--- src/rtl/axi4_pkg.sv ---
// Shared AXI4 encodings and state type for the read arbiter slice.
// Imported by the arbiter top and its round-robin grant sub-module.
package axi4_pkg;

    localparam logic [1:0] AXI_BURST_FIXED = 2'b00;
    localparam logic [1:0] AXI_BURST_INCR  = 2'b01;
    localparam logic [1:0] AXI_BURST_WRAP  = 2'b10;

    localparam logic [1:0] AXI_RESP_OKAY   = 2'b00;
    localparam logic [1:0] AXI_RESP_EXOKAY = 2'b01;
    localparam logic [1:0] AXI_RESP_SLVERR = 2'b10;
    localparam logic [1:0] AXI_RESP_DECERR = 2'b11;

    typedef enum logic [1:0] {
        IDLE = 2'd0,
        ADDR = 2'd1,
        DATA = 2'd2
    } rd_arb_state_t;

endpackage

--- src/rtl/axi4_read_arbiter_rr_arbiter2.sv ---
// Two-requester round-robin grant: on a tie the requester not served last wins.
// last_grant only moves when the caller reports a completed transfer.
module rr_arbiter2
    import axi4_pkg::*;
(
    input  logic       clk,
    input  logic       rst_n,
    input  logic [1:0] req,
    input  logic       en,
    input  logic       upd,
    input  logic       upd_idx,
    output logic       gnt_valid,
    output logic       gnt_idx
);

    logic last_grant;

    // Reset to 1 so requester 0 wins the first tie.
    always_ff @(posedge clk) begin
        if (!rst_n) begin
            last_grant <= 1'b1;
        end else if (upd) begin
            last_grant <= upd_idx;
        end
    end

    always_comb begin
        gnt_valid = en && (req != 2'b00);
        gnt_idx   = (req == 2'b11) ? ~last_grant : req[1];
    end

endmodule

--- src/rtl/axi4_read_arbiter.sv ---
// Shares one AXI4 read master (AR/R) between two requesters, one burst at a time,
// with round-robin grant and a sticky RLAST/ARLEN mismatch flag.
module axi4_read_arbiter
    import axi4_pkg::*;
#(
    parameter int C_M_AXI_ID_WIDTH   = 1,
    parameter int C_M_AXI_ADDR_WIDTH = 32,
    parameter int C_M_AXI_DATA_WIDTH = 32
) (
    input  logic                          M_AXI_ACLK,
    input  logic                          M_AXI_ARESETN,

    input  logic [C_M_AXI_ID_WIDTH-1:0]   S0_AXI_ARID,
    input  logic [C_M_AXI_ADDR_WIDTH-1:0] S0_AXI_ARADDR,
    input  logic [7:0]                    S0_AXI_ARLEN,
    input  logic [2:0]                    S0_AXI_ARSIZE,
    input  logic [1:0]                    S0_AXI_ARBURST,
    input  logic                          S0_AXI_ARVALID,
    output logic                          S0_AXI_ARREADY,
    output logic [C_M_AXI_ID_WIDTH-1:0]   S0_AXI_RID,
    output logic [C_M_AXI_DATA_WIDTH-1:0] S0_AXI_RDATA,
    output logic [1:0]                    S0_AXI_RRESP,
    output logic                          S0_AXI_RLAST,
    output logic                          S0_AXI_RVALID,
    input  logic                          S0_AXI_RREADY,

    input  logic [C_M_AXI_ID_WIDTH-1:0]   S1_AXI_ARID,
    input  logic [C_M_AXI_ADDR_WIDTH-1:0] S1_AXI_ARADDR,
    input  logic [7:0]                    S1_AXI_ARLEN,
    input  logic [2:0]                    S1_AXI_ARSIZE,
    input  logic [1:0]                    S1_AXI_ARBURST,
    input  logic                          S1_AXI_ARVALID,
    output logic                          S1_AXI_ARREADY,
    output logic [C_M_AXI_ID_WIDTH-1:0]   S1_AXI_RID,
    output logic [C_M_AXI_DATA_WIDTH-1:0] S1_AXI_RDATA,
    output logic [1:0]                    S1_AXI_RRESP,
    output logic                          S1_AXI_RLAST,
    output logic                          S1_AXI_RVALID,
    input  logic                          S1_AXI_RREADY,

    output logic [C_M_AXI_ID_WIDTH-1:0]   M_AXI_ARID,
    output logic [C_M_AXI_ADDR_WIDTH-1:0] M_AXI_ARADDR,
    output logic [7:0]                    M_AXI_ARLEN,
    output logic [2:0]                    M_AXI_ARSIZE,
    output logic [1:0]                    M_AXI_ARBURST,
    output logic                          M_AXI_ARVALID,
    input  logic                          M_AXI_ARREADY,
    input  logic [C_M_AXI_ID_WIDTH-1:0]   M_AXI_RID,
    input  logic [C_M_AXI_DATA_WIDTH-1:0] M_AXI_RDATA,
    input  logic [1:0]                    M_AXI_RRESP,
    input  logic                          M_AXI_RLAST,
    input  logic                          M_AXI_RVALID,
    output logic                          M_AXI_RREADY,

    output logic                          LAST_ERR,
    output logic                          OWNER
);

    rd_arb_state_t state, next_state;

    logic                          owner;
    logic [7:0]                    beat_cnt;
    logic                          last_err;
    logic [C_M_AXI_ID_WIDTH-1:0]   ar_id;
    logic [C_M_AXI_ADDR_WIDTH-1:0] ar_addr;
    logic [7:0]                    ar_len;
    logic [2:0]                    ar_size;
    logic [1:0]                    ar_burst;

    logic gnt_valid, gnt_idx;
    logic in_data, own_rready, r_hs;

    assign in_data    = (state == DATA);
    assign own_rready = owner ? S1_AXI_RREADY : S0_AXI_RREADY;
    assign r_hs       = in_data && M_AXI_RVALID && own_rready;

    // Grant is gated by reset so no request is accepted while reset is held.
    rr_arbiter2 u_rr (
        .clk       (M_AXI_ACLK),
        .rst_n     (M_AXI_ARESETN),
        .req       ({S1_AXI_ARVALID, S0_AXI_ARVALID}),
        .en        ((state == IDLE) && M_AXI_ARESETN),
        .upd       (r_hs && M_AXI_RLAST),
        .upd_idx   (owner),
        .gnt_valid (gnt_valid),
        .gnt_idx   (gnt_idx)
    );

    always_ff @(posedge M_AXI_ACLK) begin
        if (!M_AXI_ARESETN) begin
            state <= IDLE;
        end else begin
            state <= next_state;
        end
    end

    always_comb begin
        next_state     = state;
        S0_AXI_ARREADY = 1'b0;
        S1_AXI_ARREADY = 1'b0;
        unique case (state)
            IDLE: begin
                if (gnt_valid) begin
                    S0_AXI_ARREADY = !gnt_idx;
                    S1_AXI_ARREADY = gnt_idx;
                    next_state     = ADDR;
                end
            end
            ADDR: begin
                if (M_AXI_ARREADY) begin
                    next_state = DATA;
                end
            end
            DATA: begin
                if (r_hs && M_AXI_RLAST) begin
                    next_state = IDLE;
                end
            end
            default: next_state = IDLE;
        endcase
    end

    always_ff @(posedge M_AXI_ACLK) begin
        if (!M_AXI_ARESETN) begin
            owner    <= 1'b0;
            ar_id    <= '0;
            ar_addr  <= '0;
            ar_len   <= '0;
            ar_size  <= '0;
            ar_burst <= '0;
        end else if ((state == IDLE) && gnt_valid) begin
            owner    <= gnt_idx;
            ar_id    <= gnt_idx ? S1_AXI_ARID    : S0_AXI_ARID;
            ar_addr  <= gnt_idx ? S1_AXI_ARADDR  : S0_AXI_ARADDR;
            ar_len   <= gnt_idx ? S1_AXI_ARLEN   : S0_AXI_ARLEN;
            ar_size  <= gnt_idx ? S1_AXI_ARSIZE  : S0_AXI_ARSIZE;
            ar_burst <= gnt_idx ? S1_AXI_ARBURST : S0_AXI_ARBURST;
        end
    end

    // beat_cnt is the index of the beat currently on the bus; it saturates.
    always_ff @(posedge M_AXI_ACLK) begin
        if (!M_AXI_ARESETN) begin
            beat_cnt <= '0;
            last_err <= 1'b0;
        end else if ((state == ADDR) && M_AXI_ARREADY) begin
            beat_cnt <= '0;
        end else if (r_hs) begin
            if (M_AXI_RLAST ? (beat_cnt != ar_len) : (beat_cnt == ar_len)) begin
                last_err <= 1'b1;
            end
            if (beat_cnt != '1) begin
                beat_cnt <= beat_cnt + 8'd1;
            end
        end
    end

    assign M_AXI_ARID    = ar_id;
    assign M_AXI_ARADDR  = ar_addr;
    assign M_AXI_ARLEN   = ar_len;
    assign M_AXI_ARSIZE  = ar_size;
    assign M_AXI_ARBURST = ar_burst;
    assign M_AXI_ARVALID = (state == ADDR);

    assign M_AXI_RREADY  = in_data && own_rready;
    assign S0_AXI_RVALID = in_data && !owner && M_AXI_RVALID;
    assign S1_AXI_RVALID = in_data &&  owner && M_AXI_RVALID;

    assign S0_AXI_RID    = M_AXI_RID;
    assign S0_AXI_RDATA  = M_AXI_RDATA;
    assign S0_AXI_RRESP  = M_AXI_RRESP;
    assign S0_AXI_RLAST  = M_AXI_RLAST;
    assign S1_AXI_RID    = M_AXI_RID;
    assign S1_AXI_RDATA  = M_AXI_RDATA;
    assign S1_AXI_RRESP  = M_AXI_RRESP;
    assign S1_AXI_RLAST  = M_AXI_RLAST;

    assign LAST_ERR = last_err;
    assign OWNER    = owner;

endmodule

--- config.mk ---
export PLATFORM = sky130hd
export DESIGN_NAME = axi4_read_arbiter
export DESIGN_NICKNAME = d
export VERILOG_FILES = /design/src/rtl/axi4_pkg.sv /design/src/rtl/axi4_read_arbiter_rr_arbiter2.sv /design/src/rtl/axi4_read_arbiter.sv
export SDC_FILE = /design/constraint.sdc
export NUM_CORES = 1
export LEC_CHECK = 0
export CAP_MARGIN = 20
export CORE_MARGIN = 2
export CORE_UTILIZATION = 31
export DETAILED_ROUTE_END_ITERATION = 6
export HOLD_SLACK_MARGIN = 0.08
export MAX_ROUTING_LAYER = met4
export PLACE_DENSITY = 0.8
export SETUP_SLACK_MARGIN = 0.1
export SLEW_MARGIN = 20
export SYNTH_ARGS = -nofsm -noshare
export SYNTH_HDL_FRONTEND = slang
export SYNTH_HIERARCHICAL = 1
export SYNTH_SLANG_ARGS = --single-unit
--- constraint.sdc ---
create_clock -name M_AXI_ACLK -period 2.52 [get_ports M_AXI_ACLK]
set_input_delay 0.378 -clock M_AXI_ACLK [delete_from_list [all_inputs] [get_ports M_AXI_ACLK]]
set_output_delay 0.378 -clock M_AXI_ACLK [all_outputs]
set_load 0.03 [all_outputs]
### Yosys cells after proc, flatten, opt, wreduce, memory -nomap -nowiden

Index checks and enable logic that the tools add are counted.

| operators by class | value |
|---|---|
| add/sub/neg operators | 1 |
| equality and inequality tests | 9 |
| mux-type cells | 16 |
| bitwise gates (word level) | 3 |
| reduce and logical (&&, ||, !) cells | 20 |

Operators by type and width:

| operator | count |
|---|---|
| $mux W32 | 1 |
| $logic_and A1 B1 Y1 | 12 |
| $add A8 B1 Y8 const B | 1 |
| $eq A8 B8 Y1 | 1 |
| $mux W1 | 8 |
| $mux W2 | 4 |
| $mux W8 | 1 |
| $ne A8 B8 Y1 | 1 |
| $ne A8 B8 Y1 const B | 1 |
| $pmux W2 S3 | 1 |
| $reduce_and A3 Y1 | 2 |
| $eq A2 B2 Y1 const B | 2 |
| $ne A2 B1 Y1 const B | 2 |
| $mux W3 | 1 |
| $not A1 Y1 | 3 |
| $eq A2 B1 Y1 const B | 1 |
| $logic_not A1 Y1 | 2 |
| $logic_not A2 Y1 | 1 |
| $ne A2 B2 Y1 const B | 1 |
| $reduce_and A2 Y1 | 1 |
| $reduce_bool A2 Y1 | 1 |
| $reduce_or A2 Y1 | 1 |

| word-level totals | value |
|---|---|
| bits in registers | 59 |
| input bits | 136 |
| output and inout bits | 126 |
| logic and storage cells | 59 |

### Depth between registers and ports, before layout

Gate-level depths: netlist (run 1).

| depth | value |
|---|---|
| depth after elaboration | 6 |
| depth in mapped cells | 9 |
| depth with buffers taken out | 5 |

### By module

Netlist (run 1), hierarchy kept.

By module, submodules not included:

| module | times used | cells each | area an instance (µm²) | seq. area each (µm²) |
|---|---|---|---|---|
| axi4_read_arbiter | 1 | 364 | 3,404.5 | 1,161.1 |
| rr_arbiter2 | 1 | 5 | 48.8 | 20.0 |

### Least setup slack after synthesis (run 1)

OpenSTA, ideal clock, no wires.

| timing path | value |
|---|---|
| path kind | input port to output port |
| from | in M_AXI_ARESETN |
| to | out S0_AXI_ARREADY |
| arrival | 2,474 ps |
| slack | -332 ps |
| stages | 8 |
| buffers on the path | 4 |
| cells stage by stage | clkbuf_1 > clkbuf_1 > nor3b_1 > o21a_1 > nor3b_2 > buf_2 > buf_1 > nor2b_1 |

| on the way | value |
|---|---|
| word-level cells in the longest chain between the ends | 4 |

Ends and longest elaborated chain:

| item | line | text |
|---|---|---|
| start, declared | axi4_read_arbiter.sv:11 | `input logic M_AXI_ARESETN,` |
| $logic_and A1 B1 Y1 | axi4_read_arbiter.sv:82 | `.en ((state == IDLE) && M_AXI_ARESETN),` |
| $logic_and A1 B1 Y1 | axi4_read_arbiter_rr_arbiter2.sv:28 | `gnt_valid = en && (req != 2'b00);` |
| via gnt_valid | axi4_read_arbiter.sv:70 | `logic gnt_valid, gnt_idx;` |
| $mux W1 | axi4_read_arbiter.sv:103 | `if (gnt_valid) begin` |
| $mux W1 | axi4_read_arbiter.sv:101 | `unique case (state)` |
| end, declared | axi4_read_arbiter.sv:19 | `output logic S0_AXI_ARREADY,` |

The timed path passes the listed nets, and every way through them passes these cells.

### Worst setup path after layout (run 1)

| timing path | value |
|---|---|
| from | reg owner, in the netlist OWNER |
| to | out M_AXI_RREADY |

| on the way | value |
|---|---|
| word-level cells in the longest chain between the ends | 2 |

Ends and longest elaborated chain:

| item | line | text |
|---|---|---|
| start, declared | axi4_read_arbiter.sv:61 | `logic owner;` |
| start signal, assigned | axi4_read_arbiter.sv:132 | `owner <= gnt_idx;` |
| $mux W1 | axi4_read_arbiter.sv:74 | `assign own_rready = owner ? S1_AXI_RREADY : S0_AXI_RREADY;` |
| $logic_and A1 B1 Y1 | axi4_read_arbiter.sv:165 | `assign M_AXI_RREADY = in_data && own_rready;` |
| end, declared | axi4_read_arbiter.sv:53 | `output logic M_AXI_RREADY,` |

Every way passes these cells.

==> results of run 1 <==
==> kinds of logic (layout without fill, tap and decap cells) <==
group           Yosys count  count (layout)
compound gates           62              62
buf+inv                  98             178
simple gates             89              89
fa+ha+maj                 1               1
flops                    59              59
xor+xnor                 10              10
mux                      50              50
==> area by class of cell <==
cell class | instances | area [um2] | area share
Clock buffer | 9 | 123.9 | 0.02586
Clock inverter | 6 | 43.79 | 0.009141
Inverter | 1 | 3.754 | 0.0007835
Multi-Input combinational cell | 212 | 1644 | 0.3432
Sequential cell | 59 | 1181 | 0.2465
Tap cell | 140 | 175.2 | 0.03656
Timing Repair Buffer | 162 | 1619 | 0.3379
==> synth_stat cells (all sizes together) <==
master / instances / area share
a211oi: 1 / 0.0022
a21boi: 1 / 0.0022
a21oi: 3 / 0.0043
and2: 5 / 0.0091
and2b: 1 / 0.0022
and3: 1 / 0.0018
and3b: 1 / 0.0025
and4: 1 / 0.0025
buf: 83 / 0.17
clkbuf: 14 / 0.015
dfxtp: 59 / 0.34
ha: 1 / 0.0036
inv: 1 / 0.0011
mux2: 1 / 0.0043
mux2i: 49 / 0.14
nand2: 53 / 0.058
nand2b: 1 / 0.0018
nand3: 3 / 0.0043
nand3b: 1 / 0.0022
nand4: 5 / 0.0091
nor2: 5 / 0.0054
nor2b: 5 / 0.0091
nor3: 1 / 0.0014
nor3b: 2 / 0.0058
o2111ai: 2 / 0.0051
o211a: 46 / 0.13
o211ai: 1 / 0.0062
o21a: 4 / 0.0087
o21ai: 1 / 0.0014
o311ai: 1 / 0.0025
o31ai: 2 / 0.0043
or2b: 1 / 0.0022
or3: 1 / 0.0018
or4: 2 / 0.0043
xnor2: 8 / 0.020
xor2: 2 / 0.0051
==> metal layers <==
layer  track usage  wire length (um)
met1        0.1551              3465
met2        0.3201              5399
met3       0.04386               836
met4       0.06239               170
met5             -                 0
==> how the worst min path moves through the flow <==
stage | to | cells after the start | slack [ns]
after floorplan | u_rr/last_grant | 2 | 0.43
after global placement | LAST_ERR | 2 | 0.47
after detailed placement | M_AXI_ARADDR[18] | 1 | 0.49
after CTS | M_AXI_ARADDR[0] | 1 | 0.50
after global routing | M_AXI_ARADDR[1] | 1 | 0.51
final | M_AXI_ARADDR[2] | 1 | 0.50
==> worst max-delay path, cell delays in order, from the launching register on <==
cell and delay [ns]:
dfxtp_1 0.45, mux2_4 0.37, nor2b_1 0.14, clkdlybuf4s50_1 0.58
==> state kept, by name (all words and copies together) (netlist names) <==
name	count
M_AXI_ARADDR	32
M_AXI_ARID	1
u_rr/last_grant	1
OWNER	1
state	2
M_AXI_ARBURST	2
M_AXI_ARSIZE	3
beat_cnt	8
LAST_ERR	1
M_AXI_ARLEN	8
==> power groups by stage <==
stage                     clock (mW)  sequential (mW)  combinational (mW)
after CTS                      0.767             1.09               0.854
after global routing           0.814             1.10               0.899
after global placement             0             1.10               0.836
after floorplan                    0             1.27               0.485
final                          0.738             1.09               0.843
after detailed placement           0             1.11               0.851
==> metrics by stage <==
step / total power [mW] / instances / hold slack [ns] / instance area, um2 / setup WS [ns]
2_1_floorplan: 1.752 / 369 / 0.4347 / 3467 / 0.1983
5_1_grt: 2.811 / 589 / 0.5139 / 4791 / 0.1580
6_report: 2.668 / 589 / 0.4999 / 4791 / 0.2529
4_1_cts: 2.710 / 589 / 0.5034 / 4791 / 0.2304
3_3_place_gp: 1.940 / 574 / 0.4712 / 4623 / 0.2775
3_5_place_dp: 1.959 / 574 / 0.4866 / 4623 / 0.2996
==> flow_summary.yaml, run 1 <==
run_status:
  status: "finished, final reports clean"
timing:
  fmax_mhz: 441.1
  setup_viol: 0
  drv_slew: 0
  hold_viol_final: 0
  rsz0062_at_grt: "no"
  fin_crit_ns: 2.267
  worstMarginPinSlew_ns: 0.5802
  tns_ns: 0
  fin_crit_sh: 0.8996
  max_slew_margin: 0.6132
  finClkSkew_ns: 0.01190
pwr:
  switching_share: 0.3237
  combPwrFrac: 0.316
  clock_power_share: 0.277
  p_leak_nw: 2.174
  ir_worst_vdd_mv: 0.2715
  p_int_mw: 1.804
  share_seq_of_total_power: 0.407
  power_density_mw_per_mm2: 556.9
  switchingPower_uw: 863.6
cells_and_area:
  nets: 582
  drive_gt1_frac: 0.06682
  syn_to_final_growth_pct: 38.73
  postLayoutCoreUtil: 0.4419
  layout_commonest_cell: "clkdlybuf4s50_1"
  n_fill_cell: 1077
  most-common-layout-cells: "clkdlybuf4s50_1, dfxtp_1, nand2_1"
  insertedDiodeCount: 0
die:
  design.core.area_mm2: 0.01084
  dieWidth_um: 109.5
  start_util: 0.3186
  io-pin-count: 262
  dieArea_mm2: 0.01200
  die_h_um: 109.5
  rows: 38
global_route:
  grt_overflow: 0
  antenna_found_initial: 0
  grt_pass1_vias: 2929
  grt_max_degree: 93
  grt_first_pass_wirelength_um: 14630
  track_usage: 0.1659
clock_network:
  post_cts_resized: 0
  clkSlewWorstSetupHoldPaths_ns: 0.08
  root_buffer: "clkbuf_8"
  clk_path_buf_depth: 2
  clock_latency_ns: 0.34
  cts_tree: "built"
  htree_levels: 3
  cts_inserted_buffers: 9
  cts_setup_buffers: 0
  cts_hold_buffers: 0
  cts.sinks: 59
flow_run:
  maxCapViolations: 0
detailed_routing:
  drtIter0Drc: 106
  routed_via_density: 4.835
  ant_nets: 0
  firstDrtPassIters: 4
  wire_per_inst_um: 16.76
  via_count: 2848
  drcViolationCount: 0
  wirelength_um: 9871
logic_synthesis:
  syn_area_mm2: 0.003453
  synth-seq-cells: 59
  syn_inst: 369
  synth_fa_ha_area_frac: 0.003623
  yosys_warnings: 6
  synth_cell_type_count: 40
  synth_top_family_by_area: "buffers and inverters"
  synthMuxAreaShare: 0.1464
  synth-simple-area-share: 0.1232
  syn_avg_cell_area_um2: 9.359
  synth_xor_area_frac: 0.02536
  synth_fp_nets: 506
  synth_compound_gate_area_share: 0.1703
  yosysSeqAreaShare: 0.3420
critical_path:
  reg2reg_from: "state[1]"
  ff2ff_setup_slack_ns: 0.64
  required_ns: 2.14
  r2r-end: "M_AXI_ARLEN[4]"
  start_kind: "flip-flop"
  worstPathArrival_ns: 1.89
  crit_fanout: 7
  cp-endpoint: "M_AXI_RREADY"
  crit_path_end_kind: "primary output"
  rr_worst_depth: 6
  worstSetupStartpoint: "OWNER"
  critPathKind: "reg -> out"
place:
  hpwlAfterDp_um: 7803
  io_buffers: 156
  gp_congestion: 0.7960
min_path:
  min_path_type: "reg -> reg"
  min_from: "M_AXI_ARADDR[2]"
Note: power is estimated with default switching activity, not from simulation.
==> run 2, diff against run 1 <==
--- a/config.mk
+++ b/config.mk
@@ -6,12 +6,14 @@
 export NUM_CORES = 1
 export LEC_CHECK = 0
 export CAP_MARGIN = 20
+export CELL_PAD_IN_SITES_DETAIL_PLACEMENT = 0
+export CELL_PAD_IN_SITES_GLOBAL_PLACEMENT = 1
 export CORE_MARGIN = 2
-export CORE_UTILIZATION = 31
+export CORE_UTILIZATION = 21
 export DETAILED_ROUTE_END_ITERATION = 6
 export HOLD_SLACK_MARGIN = 0.08
 export MAX_ROUTING_LAYER = met4
-export PLACE_DENSITY = 0.8
+export PLACE_DENSITY = 0.79
 export SETUP_SLACK_MARGIN = 0.1
 export SLEW_MARGIN = 20
 export SYNTH_ARGS = -nofsm -noshare
==> run 2 against run 1 <==
Net effect: combinational power increased by 1%; maximum frequency increased by 0.67%; critical endpoint is now S0_AXI_RVALID; wire length decreased by 4.2%.
==> flow_summary.yaml, run 2 (synthesis results as in run 1) <==
run_status:
  status: "finished, final reports clean"
pwr:
  finalPower_mw: 3.043
  ir_worst_vdd_mv: 0.2901
  clock_power_share: 0.362
  switching_share: 0.2972
  power_density_mw_per_mm2: 607.9
  p_int_mw: 2.138
  switchingPower_uw: 904.4
  p_leak_nw: 2.238
  combPwrFrac: 0.281
  share_seq_of_total_power: 0.357
clock_network:
  cts_hold_buffers: 0
  cts_inserted_buffers: 9
  cts_tree: "built"
  clk_path_buf_depth: 2
  post_cts_resized: 0
  root_buffer: "clkbuf_16"
  cts.sinks: 59
  clock_latency_ns: 0.32
  htree_levels: 3
  clkSlewWorstSetupHoldPaths_ns: 0.05
  cts_setup_buffers: 0
global_route:
  antenna_found_initial: 0
  track_usage: 0.1119
  grt_pass1_vias: 3001
  grt_first_pass_wirelength_um: 15060
  grt_max_degree: 55
  grt_overflow: 0
critical_path:
  slowest_stage: "clkdlybuf4s50_1"
  cpLargestDelayFamily: "buffers and inverters"
  start_kind: "input port"
  crit_path_end_kind: "primary output"
  cp_slowest_stage_delay_ns: 0.69
  critPathKind: "in -> out"
  crit_fanout: 3
  path_cells: "clkdlybuf4s50_1, and3b_1, nor2b_1, clkdlybuf4s50_1"
  worstPathArrival_ns: 1.87
  required_ns: 2.14
  cp_common_cell: "clkdlybuf4s50_1"
  path_buf_inv: 2
timing:
  max_slew_margin: 0.6169
  worstMarginPinSlew_ns: 0.5746
  drv_slew: 0
  fmax_mhz: 444.1
  rsz0062_at_grt: "no"
  tns_ns: 0
  fin_crit_ns: 2.252
  layout_setup_ws_ns: 0.2680
  finClkSkew_ns: 0.008669
  hold_viol_final: 0
  setup_viol: 0
  fin_crit_sh: 0.8936
die:
  die_h_um: 132.2
  rows: 46
  io-pin-count: 262
  start_util: 0.2158
  design.core.area_mm2: 0.01600
  dieWidth_um: 132.2
  dieArea_mm2: 0.01749
cells_and_area:
  most-common-layout-cells: "clkdlybuf4s50_1, dfxtp_1, nand2_1"
  nets: 584
  multi_input_area_mm2: 0.001644
  ff_latch_area_mm2: 0.001181
  largest_reg_flops: 32
  n_fill_cell: 1704
  drive_gt1_frac: 0.06874
  layout_commonest_cell: "clkdlybuf4s50_1"
  insertedDiodeCount: 0
  postLayoutCoreUtil: 0.3128
  syn_to_final_growth_pct: 44.93
place:
  io_buffers: 156
  dp_slack_ns: 0.2504
  gp_congestion: 0.7303
  hpwlAfterDp_um: 7239
detailed_routing:
  via_count: 2861
  firstDrtPassIters: 4
  ant_nets: 0
  drcViolationCount: 0
  drtIter0Drc: 66
  wire_per_inst_um: 14.18
  routed_via_density: 4.289
  wirelength_um: 9460
min_path:
  min_path_type: "reg -> reg"
flow_run:
  maxCapViolations: 0
## run 2: metal layers
| layer | vias up | GRT usage | share of wire |
|---|---|---|---|
| li1 | 1374 | - | - |
| met1 | 1314 | 0.1219 | 0.41 |
| met2 | 122 | 0.1814 | 0.47 |
| met3 | 51 | 0.02537 | 0.071 |
| met4 | 0 | 0.07706 | 0.044 |
| met5 | - | - | 0 |
## run 2: power by group through the flow
stage / sequential, mW / clock (mW) / combinational (mW)
after global placement: 1.10 / 0 / 0.850
final: 1.09 / 1.10 / 0.854
after CTS: 1.09 / 1.13 / 0.865
after floorplan: 1.27 / 0 / 0.485
after detailed placement: 1.11 / 0 / 0.861
after global routing: 1.10 / 1.17 / 0.914
## run 2: worst paths after layout
check / startpoint / end / slack (ns) / cells after the start
setup / recovery: M_AXI_RVALID / S0_AXI_RVALID / 0.27 / 4
hold / removal: M_AXI_ARADDR[8] / M_AXI_ARADDR[8] / 0.49 / 1
setup reg to reg: state[1] / M_AXI_ARADDR[29] / 0.69 / 6
hold reg to reg: M_AXI_ARADDR[8] / M_AXI_ARADDR[8] / 0.49 / 1
## run 2: area by class of cell
type | count | share of cell area
Multi-Input combinational cell | 212 | 0.3285
Timing Repair Buffer | 164 | 0.3270
Sequential cell | 59 | 0.2360
Tap cell | 216 | 0.05400
Clock buffer | 10 | 0.04775
Clock inverter | 5 | 0.006000
Inverter | 1 | 0.0007500
## run 2: metrics by stage
stage	area, um2	std cells	hold WS [ns]
4_1_cts	5005	667	0.4974
3_3_place_gp	4736	652	0.4675
6_report	5005	667	0.4944
3_5_place_dp	4736	652	0.4863
5_1_grt	5005	667	0.5099
2_1_floorplan	3467	369	0.4347
